$ cat config.mk
export PLATFORM = sky130hd
export DESIGN_NAME = lfsr_sample_fifo_flat
export DESIGN_NICKNAME = d
export VERILOG_FILES = /design/src/rtl/lfsr_sample_fifo_pkg.sv /design/src/rtl/lfsr_sample_fifo_if.sv /design/src/rtl/lfsr_sample_fifo_sync_fifo.sv /design/src/rtl/lfsr_sample_fifo.sv /design/src/flat_wrapper.sv
export SDC_FILE = /design/constraint.sdc
export NUM_CORES = 1
export LEC_CHECK = 0
export BUFFER_PORTS_ARGS = -buffer_cell sky130_fd_sc_hd__clkbuf_2
export CAP_MARGIN = 40
export CORE_MARGIN = 1
export CORE_UTILIZATION = 40
export DETAILED_ROUTE_END_ITERATION = 16
export PLACE_DENSITY_LB_ADDON = 0.08
export SLEW_MARGIN = 5
export SYNTH_ARGS = -nofsm -noshare
export SYNTH_HDL_FRONTEND = slang
export SYNTH_SLANG_ARGS = --single-unit
$ cat constraint.sdc
create_clock -name clk -period 4 [get_ports clk]
set_input_delay 0 -clock clk [delete_from_list [all_inputs] [get_ports clk]]
set_output_delay 0 -clock clk [all_outputs]
set_load 0.01 [all_outputs]
$ cat src/rtl/lfsr_sample_fifo_pkg.sv
// Shared sizing constants, FSM state encoding and a width helper for the
// LFSR sample capture path.
package lfsr_sample_fifo_pkg;

    localparam int LSF_DATA_W  = 20;
    localparam int LSF_DEPTH   = 8;
    localparam int LSF_DECIM_W = 8;
    localparam int LSF_CNT_W   = 16;

    typedef enum logic [1:0] {
        ST_IDLE    = 2'd0,
        ST_CAPTURE = 2'd1,
        ST_DONE    = 2'd2
    } state_e;

    // Occupancy must represent 0..DEPTH inclusive, hence one extra bit.
    function automatic int lvl_w(input int depth);
        return $clog2(depth) + 1;
    endfunction

endpackage

$ cat src/rtl/lfsr_sample_fifo_if.sv
// Control, sample and host read-side signals of the capture block.
// The master drives controls and the sample word; the slave is the capture block.
interface lfsr_sample_fifo_if
    import lfsr_sample_fifo_pkg::*;
#(
    parameter int DATA_W  = LSF_DATA_W,
    parameter int DEPTH   = LSF_DEPTH,
    parameter int DECIM_W = LSF_DECIM_W,
    parameter int CNT_W   = LSF_CNT_W
);
    localparam int LVL_W = lvl_w(DEPTH);

    logic [DATA_W-1:0]  data_in;
    logic               start;
    logic               stop;
    logic [DECIM_W-1:0] decim;
    logic [CNT_W-1:0]   count_limit;
    logic               rd_en;
    logic               clr_ovf;

    logic [DATA_W-1:0]  rd_data;
    logic               rd_valid;
    logic               empty;
    logic               full;
    logic [LVL_W-1:0]   level;
    logic               overflow;
    logic               busy;
    logic               done;

    modport master (
        output data_in, start, stop, decim, count_limit, rd_en, clr_ovf,
        input  rd_data, rd_valid, empty, full, level, overflow, busy, done
    );

    modport slave (
        input  data_in, start, stop, decim, count_limit, rd_en, clr_ovf,
        output rd_data, rd_valid, empty, full, level, overflow, busy, done
    );

endinterface

$ cat src/rtl/lfsr_sample_fifo_sync_fifo.sv
// Single-clock FIFO with occupancy count and a registered read port.
// Pushes while full are accepted only when a pop happens in the same cycle.
module sync_fifo
    import lfsr_sample_fifo_pkg::*;
#(
    parameter  int DATA_W = LSF_DATA_W,
    parameter  int DEPTH  = LSF_DEPTH,
    localparam int AW     = $clog2(DEPTH),
    localparam int LVL_W  = AW + 1
) (
    input  logic              clk,
    input  logic              reset,
    input  logic              push_i,
    input  logic [DATA_W-1:0] wr_data_i,
    input  logic              pop_i,
    output logic [DATA_W-1:0] rd_data_o,
    output logic              rd_valid_o,
    output logic              empty_o,
    output logic              full_o,
    output logic [LVL_W-1:0]  level_o
);

    logic [DATA_W-1:0] mem_q [DEPTH];
    logic [AW-1:0]     wr_ptr_q, wr_ptr_d;
    logic [AW-1:0]     rd_ptr_q, rd_ptr_d;
    logic [LVL_W-1:0]  level_q, level_d;
    logic [DATA_W-1:0] rd_data_q, rd_data_d;
    logic              rd_valid_d, rd_valid_q;
    logic              do_push, do_pop;

    assign empty_o = (level_q == '0);
    assign full_o  = (level_q == LVL_W'(DEPTH));
    assign do_pop  = pop_i && !empty_o;
    assign do_push = push_i && (!full_o || do_pop);

    // Power-of-two depth lets the pointers wrap by plain overflow.
    always_comb begin
        // NOTE: every signal gets a default first so no path leaves it unassigned (no latch).
        wr_ptr_d   = wr_ptr_q;
        rd_ptr_d   = rd_ptr_q;
        level_d    = level_q;
        rd_data_d  = rd_data_q;
        rd_valid_d = do_pop;
        if (do_push) wr_ptr_d = wr_ptr_q + AW'(1);
        if (do_pop) begin
            rd_ptr_d  = rd_ptr_q + AW'(1);
            rd_data_d = mem_q[rd_ptr_q];
        end
        case ({do_push, do_pop})
            2'b10:   level_d = level_q + LVL_W'(1);
            2'b01:   level_d = level_q - LVL_W'(1);
            default: level_d = level_q;
        endcase
    end

    always_ff @(posedge clk or posedge reset) begin
        // NOTE: non-blocking assignments so every register samples pre-edge values.
        if (reset) begin
            wr_ptr_q   <= '0;
            rd_ptr_q   <= '0;
            level_q    <= '0;
            rd_data_q  <= '0;
            rd_valid_q <= 1'b0;
        end else begin
            wr_ptr_q   <= wr_ptr_d;
            rd_ptr_q   <= rd_ptr_d;
            level_q    <= level_d;
            rd_data_q  <= rd_data_d;
            rd_valid_q <= rd_valid_d;
        end
    end

    // NOTE: storage is not reset; resetting the pointers and level already empties it.
    always_ff @(posedge clk) begin
        if (do_push) mem_q[wr_ptr_q] <= wr_data_i;
    end

    assign rd_data_o  = rd_data_q;
    assign rd_valid_o = rd_valid_q;
    assign level_o    = level_q;

endmodule

$ cat src/rtl/lfsr_sample_fifo.sv
// Decimating sampler of the LFSR word: start/stop/limit capture FSM feeding a
// small FIFO, with a sticky overflow flag for dropped samples.
module lfsr_sample_fifo
    import lfsr_sample_fifo_pkg::*;
#(
    parameter int DATA_W  = LSF_DATA_W,
    parameter int DEPTH   = LSF_DEPTH,
    parameter int DECIM_W = LSF_DECIM_W,
    parameter int CNT_W   = LSF_CNT_W
) (
    input logic               clk,
    input logic               reset,
    lfsr_sample_fifo_if.slave bus
);

    state_e             state_q;
    logic [DECIM_W-1:0] decim_cnt_q;
    logic [CNT_W-1:0]   samp_cnt_q;
    logic [CNT_W-1:0]   samp_next;
    logic               busy_q, done_q;
    logic               overflow_q, overflow_d;
    logic               tick, limit_hit, push, drop, fifo_full;

    assign tick      = (state_q == ST_CAPTURE) && (decim_cnt_q == bus.decim);
    assign samp_next = samp_cnt_q + CNT_W'(1);
    assign limit_hit = (bus.count_limit != '0) && (samp_next == bus.count_limit);

    // A tick into a full FIFO survives only if the host frees a slot that cycle.
    assign push       = tick && (!fifo_full || bus.rd_en);
    assign drop       = tick && fifo_full && !bus.rd_en;
    assign overflow_d = drop || (overflow_q && !bus.clr_ovf);

    always_ff @(posedge clk or posedge reset) begin
        if (reset) begin
            state_q     <= ST_IDLE;
            decim_cnt_q <= '0;
            samp_cnt_q  <= '0;
            busy_q      <= 1'b0;
            done_q      <= 1'b0;
            overflow_q  <= 1'b0;
        end else begin
            overflow_q <= overflow_d;
            if (bus.stop) begin
                state_q <= ST_IDLE;
                busy_q  <= 1'b0;
                done_q  <= 1'b0;
            end else begin
                case (state_q)
                    ST_IDLE, ST_DONE: begin
                        if (bus.start) begin
                            state_q     <= ST_CAPTURE;
                            decim_cnt_q <= '0;
                            samp_cnt_q  <= '0;
                            busy_q      <= 1'b1;
                            done_q      <= 1'b0;
                        end
                    end
                    ST_CAPTURE: begin
                        if (tick) begin
                            decim_cnt_q <= '0;
                            samp_cnt_q  <= samp_next;
                            if (limit_hit) begin
                                state_q <= ST_DONE;
                                busy_q  <= 1'b0;
                                done_q  <= 1'b1;
                            end
                        end else begin
                            decim_cnt_q <= decim_cnt_q + DECIM_W'(1);
                        end
                    end
                    default: begin
                        state_q <= ST_IDLE;
                        busy_q  <= 1'b0;
                        done_q  <= 1'b0;
                    end
                endcase
            end
        end
    end

    sync_fifo #(
        .DATA_W (DATA_W),
        .DEPTH  (DEPTH)
    ) u_fifo (
        .clk        (clk),
        .reset      (reset),
        .push_i     (push),
        .wr_data_i  (bus.data_in),
        .pop_i      (bus.rd_en),
        .rd_data_o  (bus.rd_data),
        .rd_valid_o (bus.rd_valid),
        .empty_o    (bus.empty),
        .full_o     (fifo_full),
        .level_o    (bus.level)
    );

    assign bus.full     = fifo_full;
    assign bus.overflow = overflow_q;
    assign bus.busy     = busy_q;
    assign bus.done     = done_q;

endmodule

$ cat src/flat_wrapper.sv
// flat-port wrapper written by rule: the top's interface ports become plain ports
module lfsr_sample_fifo_flat import lfsr_sample_fifo_pkg::*;
#(
    parameter int DATA_W  = LSF_DATA_W,
    parameter int DEPTH   = LSF_DEPTH,
    parameter int DECIM_W = LSF_DECIM_W,
    parameter int CNT_W   = LSF_CNT_W
)
  (clk, reset, bus_data_in, bus_start, bus_stop, bus_decim, bus_count_limit, bus_rd_en, bus_clr_ovf, bus_rd_data, bus_rd_valid, bus_empty, bus_full, bus_level, bus_overflow, bus_busy, bus_done);
  lfsr_sample_fifo_if #(.DATA_W(DATA_W), .DEPTH(DEPTH), .DECIM_W(DECIM_W), .CNT_W(CNT_W)) bus_i ();
  input logic clk;
  input logic reset;
  input wire logic [$bits(bus_i.data_in)-1:0] bus_data_in;
  input wire logic [$bits(bus_i.start)-1:0] bus_start;
  input wire logic [$bits(bus_i.stop)-1:0] bus_stop;
  input wire logic [$bits(bus_i.decim)-1:0] bus_decim;
  input wire logic [$bits(bus_i.count_limit)-1:0] bus_count_limit;
  input wire logic [$bits(bus_i.rd_en)-1:0] bus_rd_en;
  input wire logic [$bits(bus_i.clr_ovf)-1:0] bus_clr_ovf;
  output wire logic [$bits(bus_i.rd_data)-1:0] bus_rd_data;
  output wire logic [$bits(bus_i.rd_valid)-1:0] bus_rd_valid;
  output wire logic [$bits(bus_i.empty)-1:0] bus_empty;
  output wire logic [$bits(bus_i.full)-1:0] bus_full;
  output wire logic [$bits(bus_i.level)-1:0] bus_level;
  output wire logic [$bits(bus_i.overflow)-1:0] bus_overflow;
  output wire logic [$bits(bus_i.busy)-1:0] bus_busy;
  output wire logic [$bits(bus_i.done)-1:0] bus_done;
  assign bus_i.data_in = bus_data_in;
  assign bus_i.start = bus_start;
  assign bus_i.stop = bus_stop;
  assign bus_i.decim = bus_decim;
  assign bus_i.count_limit = bus_count_limit;
  assign bus_i.rd_en = bus_rd_en;
  assign bus_i.clr_ovf = bus_clr_ovf;
  assign bus_rd_data = bus_i.rd_data;
  assign bus_rd_valid = bus_i.rd_valid;
  assign bus_empty = bus_i.empty;
  assign bus_full = bus_i.full;
  assign bus_level = bus_i.level;
  assign bus_overflow = bus_i.overflow;
  assign bus_busy = bus_i.busy;
  assign bus_done = bus_i.done;
  lfsr_sample_fifo #(.DATA_W(DATA_W), .DEPTH(DEPTH), .DECIM_W(DECIM_W), .CNT_W(CNT_W)) u_core (.clk(clk), .reset(reset), .bus(bus_i));
endmodule
Word level (Yosys, flattened, before mapping)
Memories as Yosys holds them, arrays and structs flattened. A register that Yosys moved wholly into a read port is not among the register bits.
Index checks and enable logic that the tools add are counted.
W data, S select, Z words.
{ "word_totals": {"regBits": 40, "ramBits": 160, "inputBits": 50, "output_inout_bits": 30, "elab_cells": 78, "memories": 1} }
{ "op_classes": {"n_addsub": 6, "n_eq_ne": 12, "muxes": 24, "n_bitwise": 1, "reduce_logical": 24} }
{ "memory_table": {"columns": ["memory", "depth", "width", "rd", "rd_clocked_by_memory_dff", "write_ports", "line", "text"], "rows": [
  ["u_core.u_fifo.mem_q", 8, 20, 1, 1, 1, "lfsr_sample_fifo_sync_fifo.sv:23", "logic [DATA_W-1:0] mem_q [DEPTH];"]
]} }
{ "ops": {"columns": ["op", "count"], "rows": [
  ["$mux W16", 2],
  ["$pmux W16 S2", 1],
  ["$add A16 B1 Y16 const B", 1],
  ["$eq A16 B16 Y1", 1],
  ["$mux W8", 2],
  ["$pmux W8 S2", 1],
  ["$reduce_bool A16 Y1", 1],
  ["$mux W1", 10],
  ["$add A8 B1 Y8 const B", 1],
  ["$eq A8 B8 Y1", 1],
  ["$logic_and A1 B1 Y1", 8],
  ["$mux W2", 4],
  ["$pmux W4 S2", 1],
  ["$add A3 B1 Y3 const B", 2],
  ["$ne A3 B2 Y1 const B", 2],
  ["$reduce_and A3 Y1", 2],
  ["$add A4 B1 Y4 const B", 1],
  ["$eq A2 B1 Y1 const B", 2],
  ["$eq A2 B2 Y1 const B", 2],
  ["$eq A4 B4 Y1 const B", 1],
  ["$logic_not A1 Y1", 4],
  ["$logic_not A4 Y1", 1],
  ["$pmux W1 S2", 2],
  ["$pmux W2 S2", 1],
  ["other kinds (10)", 13]
]} }

Logic depth before layout (Yosys ltp)
{ "depth": {"ltp_word": 7, "depth_mapped": 12, "mapped_depth_nobuf": 12} }

Hierarchy
Synthesis repeated with hierarchy kept, for this count alone.
{ "hier_totals": {"hier_cells": 682, "hier_area_um2": 9561.7} }
{ "by_module_without_submodules": {"columns": ["module", "n_inst", "cells_each", "area_per_inst_um2", "seq_area_each_um2"], "rows": [
  ["sync_fifo", 1, 433, 7468.4, 5580.4],
  ["lfsr_sample_fifo", 1, 249, 2093.3, 700.7]
]} }

Worst setup path after synthesis
OpenSTA, ideal clock, no wires.
{ "synth_timing": {"path_kind": "reg2reg", "startpoint": "register u_core.decim_cnt_q[0]", "endpoint": "memory u_core.u_fifo.mem_q[0][0] in the netlist's numbering, enable pin", "setup_time_ns": 0.422, "arrival_time_ns": 2.980, "t_required_ns": 3.578, "path_slack_ns": 0.597, "stages_incl_launch_ff": 7, "path_cell_list": "dfrtp_1 > xnor2_1 > nand4_1 > or3_1 > nor2b_1 > nand2b_1 > nor3_1"} }
{ "synth_between": {"elab_chain_len": 6} }
{ "synth_lines": {"columns": ["item", "line", "text"], "rows": [
  ["start, declared", "lfsr_sample_fifo.sv:17", "logic [DECIM_W-1:0] decim_cnt_q;"],
  ["start signal, assigned", "lfsr_sample_fifo.sv:68", "decim_cnt_q <= decim_cnt_q + DECIM_W'(1);"],
  ["$eq A8 B8 Y1", "lfsr_sample_fifo.sv:24", "assign tick = (state_q == ST_CAPTURE) && (decim_cnt_q == bus.decim);"],
  ["$logic_and A1 B1 Y1", "lfsr_sample_fifo.sv:24", null],
  ["$logic_and A1 B1 Y1", "lfsr_sample_fifo.sv:29", "assign push = tick && (!fifo_full || bus.rd_en);"],
  ["$logic_and A1 B1 Y1", "lfsr_sample_fifo_sync_fifo.sv:34", "assign do_push = push_i && (!full_o || do_pop);"],
  ["$mux W1", "lfsr_sample_fifo_sync_fifo.sv:75", "if (do_push) mem_q[wr_ptr_q] <= wr_data_i;"],
  ["$mux W1 (implied by the code)", "lfsr_sample_fifo_sync_fifo.sv:75", null],
  ["end, declared", "lfsr_sample_fifo_sync_fifo.sv:23", null]
]} }
No other way between the ends.

Worst setup path after layout
{ "layout_timing": {"startpoint": "register u_core.samp_cnt_q[0]", "endpoint": "register u_core.done_q (netlist: u_core.bus.done)"} }
{ "layout_between": {"elab_chain_len": 5} }
{ "layout_lines": {"columns": ["item", "line", "text"], "rows": [
  ["start, declared", "lfsr_sample_fifo.sv:18", "logic [CNT_W-1:0] samp_cnt_q;"],
  ["start signal, assigned", "lfsr_sample_fifo.sv:61", "samp_cnt_q <= samp_next;"],
  ["$add A16 B1 Y16", "lfsr_sample_fifo.sv:25", "assign samp_next = samp_cnt_q + CNT_W'(1);"],
  ["$eq A16 B16 Y1", "lfsr_sample_fifo.sv:26", "assign limit_hit = (bus.count_limit != '0) && (samp_next == bus.count_limit);"],
  ["$logic_and A1 B1 Y1", "lfsr_sample_fifo.sv:26", null],
  ["$ne A3 B2 Y1 (no source line)", null, null],
  ["$reduce_and A3 Y1 (no source line)", null, null],
  ["end signal, assigned", "lfsr_sample_fifo.sv:39", "done_q <= 1'b0;"],
  ["end signal, assigned", "lfsr_sample_fifo.sv:46", "done_q <= 1'b0;"],
  ["end signal, assigned", "lfsr_sample_fifo.sv:55", "done_q <= 1'b0;"],
  ["end, declared", "lfsr_sample_fifo.sv:20", "logic busy_q, done_q;"]
]} }
No other way between the ends.
A chain may end at the register's enable or synchronous reset.

==> flow_summary.ini <==
[clock_tree]
cts-root-buf = clkbuf_16
numCtsBuffers = 25
htree_levels = 1
cts.sinks = 219
cts_setup_buffers = 0
insertion_delay_ns = 0.53
clk_pin_slew_ns = 0.06
cts.path.max_buffers = 3
cts_resized = 0
cts_tree = done

[timing]
hold_violations = 0
finalSetupTns_ns = 0
worst_slew_pin_slew_ns = 0.7356
fmax_mhz = 327.6
drv_slew = 0
period_minus_slack_ns = 3.053
slew_headroom_pct = 50.96
layout_setup_ws_ns = 0.9472
fin_worst_skew_ns = 0.01761
setup-violations-final = 0
post-route-period-util_pct = 76.32
rsz0062_at_grt = no

[global_route]
grt_pass1_vias = 5635
grt.total_usage_pct = 17.07
grt_pass1_wl_um = 31260
grt_antenna_before_repair = 0
grt_remaining_overflow = 0
grt_max_degree = 43

[die]
die_width_um = 154.8
die_area_um2 = 23970
rows = 55
pin_count = 80
die_h_um = 154.8
start_util_pct = 41.02
core_area_um2 = 22780

[worst_setup_path]
cp_num_buf_inv = 1
cp_data_required_time_ns = 4.46
worst-setup-path-type = reg -> reg
r2r_cells = 8
startpoint_type = register
path_depth = 8
r2r_setup_slack_ns = 0.95
timing.rr.end = u_core.bus.done
startpoint = u_core.samp_cnt_q[0]
cp_max_fo = 7
cp_slowest_cell = dlygate4sd3_1
cpPeakStageDelay_ns = 0.54
critPathTopFamily = simple AND/OR/NAND/NOR gates
arrival_ns = 3.51
crit_end = u_core.bus.done
end_kind = register
crit_chain = ha_1 > nand3_2 > nor4_1 > xnor2_1 > nand4_1 > a2111oi_2 > a21o_1 > dlygate4sd3_1
r2r_start = u_core.samp_cnt_q[0]

[logic_synthesis]
synth_area_leaders = edfxtp_1, dfrtp_1, mux4_2, o21ai_0, xnor2_1
netlist_area_um2 = 9343
synth_cell_types = 53
synthFlopType = edfxtp_1
avgSynthCellArea_um2 = 15.55
ys_warn_count = 0
yosysTopAreaCellShare_pct = 51.43
synth-edff-count = 160
ys_async_sr_fraction_pct = 26.94
ys_ff_latch = 219
seq_area_frac_synth_pct = 67.23
synthCells = 601
syn_nets = 658
yosys.area.top_type = edfxtp_1

[final_layout]
final_area_um2 = 11230
drive_above_1_share_pct = 26.89
fin_nets = 779
diodes = 0
area_growth_pct = 20.20
utilization_pct = 49.30
final_cells = 1053

[pwr]
ir_drop_uv = 312.9
p_per_area_nw_per_um2 = 560.4
p_leak_nw = 4.127

[run_status]
status = complete, no violations

[run]
maxCapViolCount = 0

[drt]
vias = 5422
viasPerCell = 5.149
wl_per_cell_um = 18.70
drt-initial-drc-count = 283
remaining_drc_errors = 0
drtAntennaViolNets = 0
finalWirelength_um = 19700
drt_pass1_iterations = 4

[placed_design]
gp_congestion = 0.8120
dpl.hpwl_um = 12310
placed_cells = 980
portBuffers = 79
dpl_cell_area_um2 = 10180
pre_cts_slack_ns = 0.9700

[hold_path]
hold_path_class = in -> reg
whs_path_depth = 5
worst reg2reg max path: cells and delay by family (launching register included):
kind                     cells  cell delay, ns
buffers and inverters        1            0.54
flip-flops                   1            0.47
AND/OR/NAND/NOR              3            0.84
AO/OA/AOI/OAI                2            0.61
XOR/XNOR                     1            0.18
adder cells (fa/ha/maj)      1            0.36
logic make-up (layout without fill, tap and decap cells):
group / Yosys count / in the layout / share of synthesized area [%]
flip-flops: 219 / 219 / 67.23
AND/OR/NAND/NOR: 144 / 144 / 8.464
AO/OA/AOI/OAI: 90 / 90 / 5.719
multiplexers: 64 / 64 / 12.25
XOR/XNOR: 39 / 39 / 3.656
buffers and inverters: 38 / 177 / 1.741
adder cells (fa/ha/maj): 7 / 7 / 0.9374
synth_stat cells, types with 2 or more instances:
cell type	n
edfxtp_1	160
o21ai_0	52
nor3_1	6
a31oi_1	3
clkbuf_1	16
mux2i_1	21
inv_1	6
xor2_1	11
nor3_4	2
nand2b_1	11
a21oi_1	11
nor4b_1	2
nand2_1	44
dfrtp_1	59
nor4_1	9
buf_1	4
nand4_2	2
and4_1	2
nor2_1	23
mux4_2	40
a22o_1	2
xnor2_1	28
nand3_1	12
or2b_1	3
nand4_1	6
buf_2	10
ha_1	7
a21o_1	4
mux2_2	3
nand3b_1	4
o31ai_1	8
nor2b_1	9
report_power, final:
group,switching [mW],leakage [nW],internal [mW]
clock,0.894,0.375,1.24
combinational,0.663,1.55,0.719
sequential,0.188,2.20,2.59
worst min-delay path by stage:
stage                       startpoint                   endpoint
floorplan               bus_data_in[0]  u_core.u_fifo.mem_q[0][0]
global placement                 reset            u_core.bus.busy
detailed placement               reset            u_core.bus.done
CTS                 bus_count_limit[3]          u_core.state_q[0]
global route        bus_count_limit[7]          u_core.state_q[0]
finish              bus_count_limit[3]          u_core.state_q[0]
metal layers:
| metal | track usage (%) | vias to the layer above | routed length [um] |
|---|---|---|---|
| li1 | - | 2551 | - |
| met1 | 23.06 | 2728 | 8996 |
| met2 | 29.05 | 118 | 9531 |
| met3 | 2.634 | 25 | 813 |
| met4 | 4.055 | 0 | 354 |
| met5 | 0 | - | 0 |
placed cells by master (no fill, tap or decap), types with 3 or more instances in the layout:
cell / count
edfxtp_1: 160
clkbuf_2: 79
dfrtp_1: 58
o21ai_0: 52
nand2_1: 44
mux4_2: 40
xnor2_1: 28
dlygate4sd3_1: 28
clkbuf_16: 25
mux2i_1: 21
nor2_1: 17
buf_4: 17
nand3_1: 12
a21oi_1: 11
xor2_1: 11
nand2b_1: 10
nor4_1: 9
nor2b_1: 9
o31ai_1: 8
ha_1: 7
nand4_1: 6
nor2_2: 6
clkbuf_1: 6
inv_1: 5
clkinv_2: 5
nand3b_1: 4
nor3_1: 4
a21o_1: 4
mux2_2: 3
a31oi_1: 3
or2b_1: 3
clkinv_1: 3
per-stage QoR:
stage / hold slack, ns / power (mW)
finish: 0.02001 / 6.293
global route: 0.06048 / 6.611
CTS: 0.02160 / 6.396
detailed placement: 0.1515 / 4.228
floorplan: 0.09887 / 3.735
global placement: 0.1571 / 4.177
final cells by class:
class                      count  area, um^2
clock buffer                  32       661.9
clock inverter                13       110.1
fill                        1953       11550
inverter                       7       26.28
multi-input combinational    344        2927
sequential                   219        6282
tap                          313       391.6
timing repair buffer         125       830.8
what timing repair did:
| action | CTS | global route |
|---|---|---|
| hold endpoints to repair | 201 | 0 |
| hold buffers | 28 | 0 |
| setup endpoints to repair | 0 | 0 |
registers in the layout, indices dropped and copies added, names as in the netlist:
| register | flops |
|---|---|
| u_core.bus.busy | 1 |
| u_core.state_q | 1 |
| u_core.u_fifo.mem_q | 160 |
| u_core.bus.done | 1 |
| u_core.u_fifo.rd_valid_o | 1 |
| u_core.u_fifo.rd_ptr_q | 3 |
| u_core.u_fifo.rd_data_o | 20 |
| u_core.samp_cnt_q | 16 |
| u_core.u_fifo.level_o | 4 |
| u_core.u_fifo.wr_ptr_q | 3 |
| u_core.decim_cnt_q | 8 |
| u_core.bus.overflow | 1 |
Note: power is estimated with default switching activity, not from simulation.
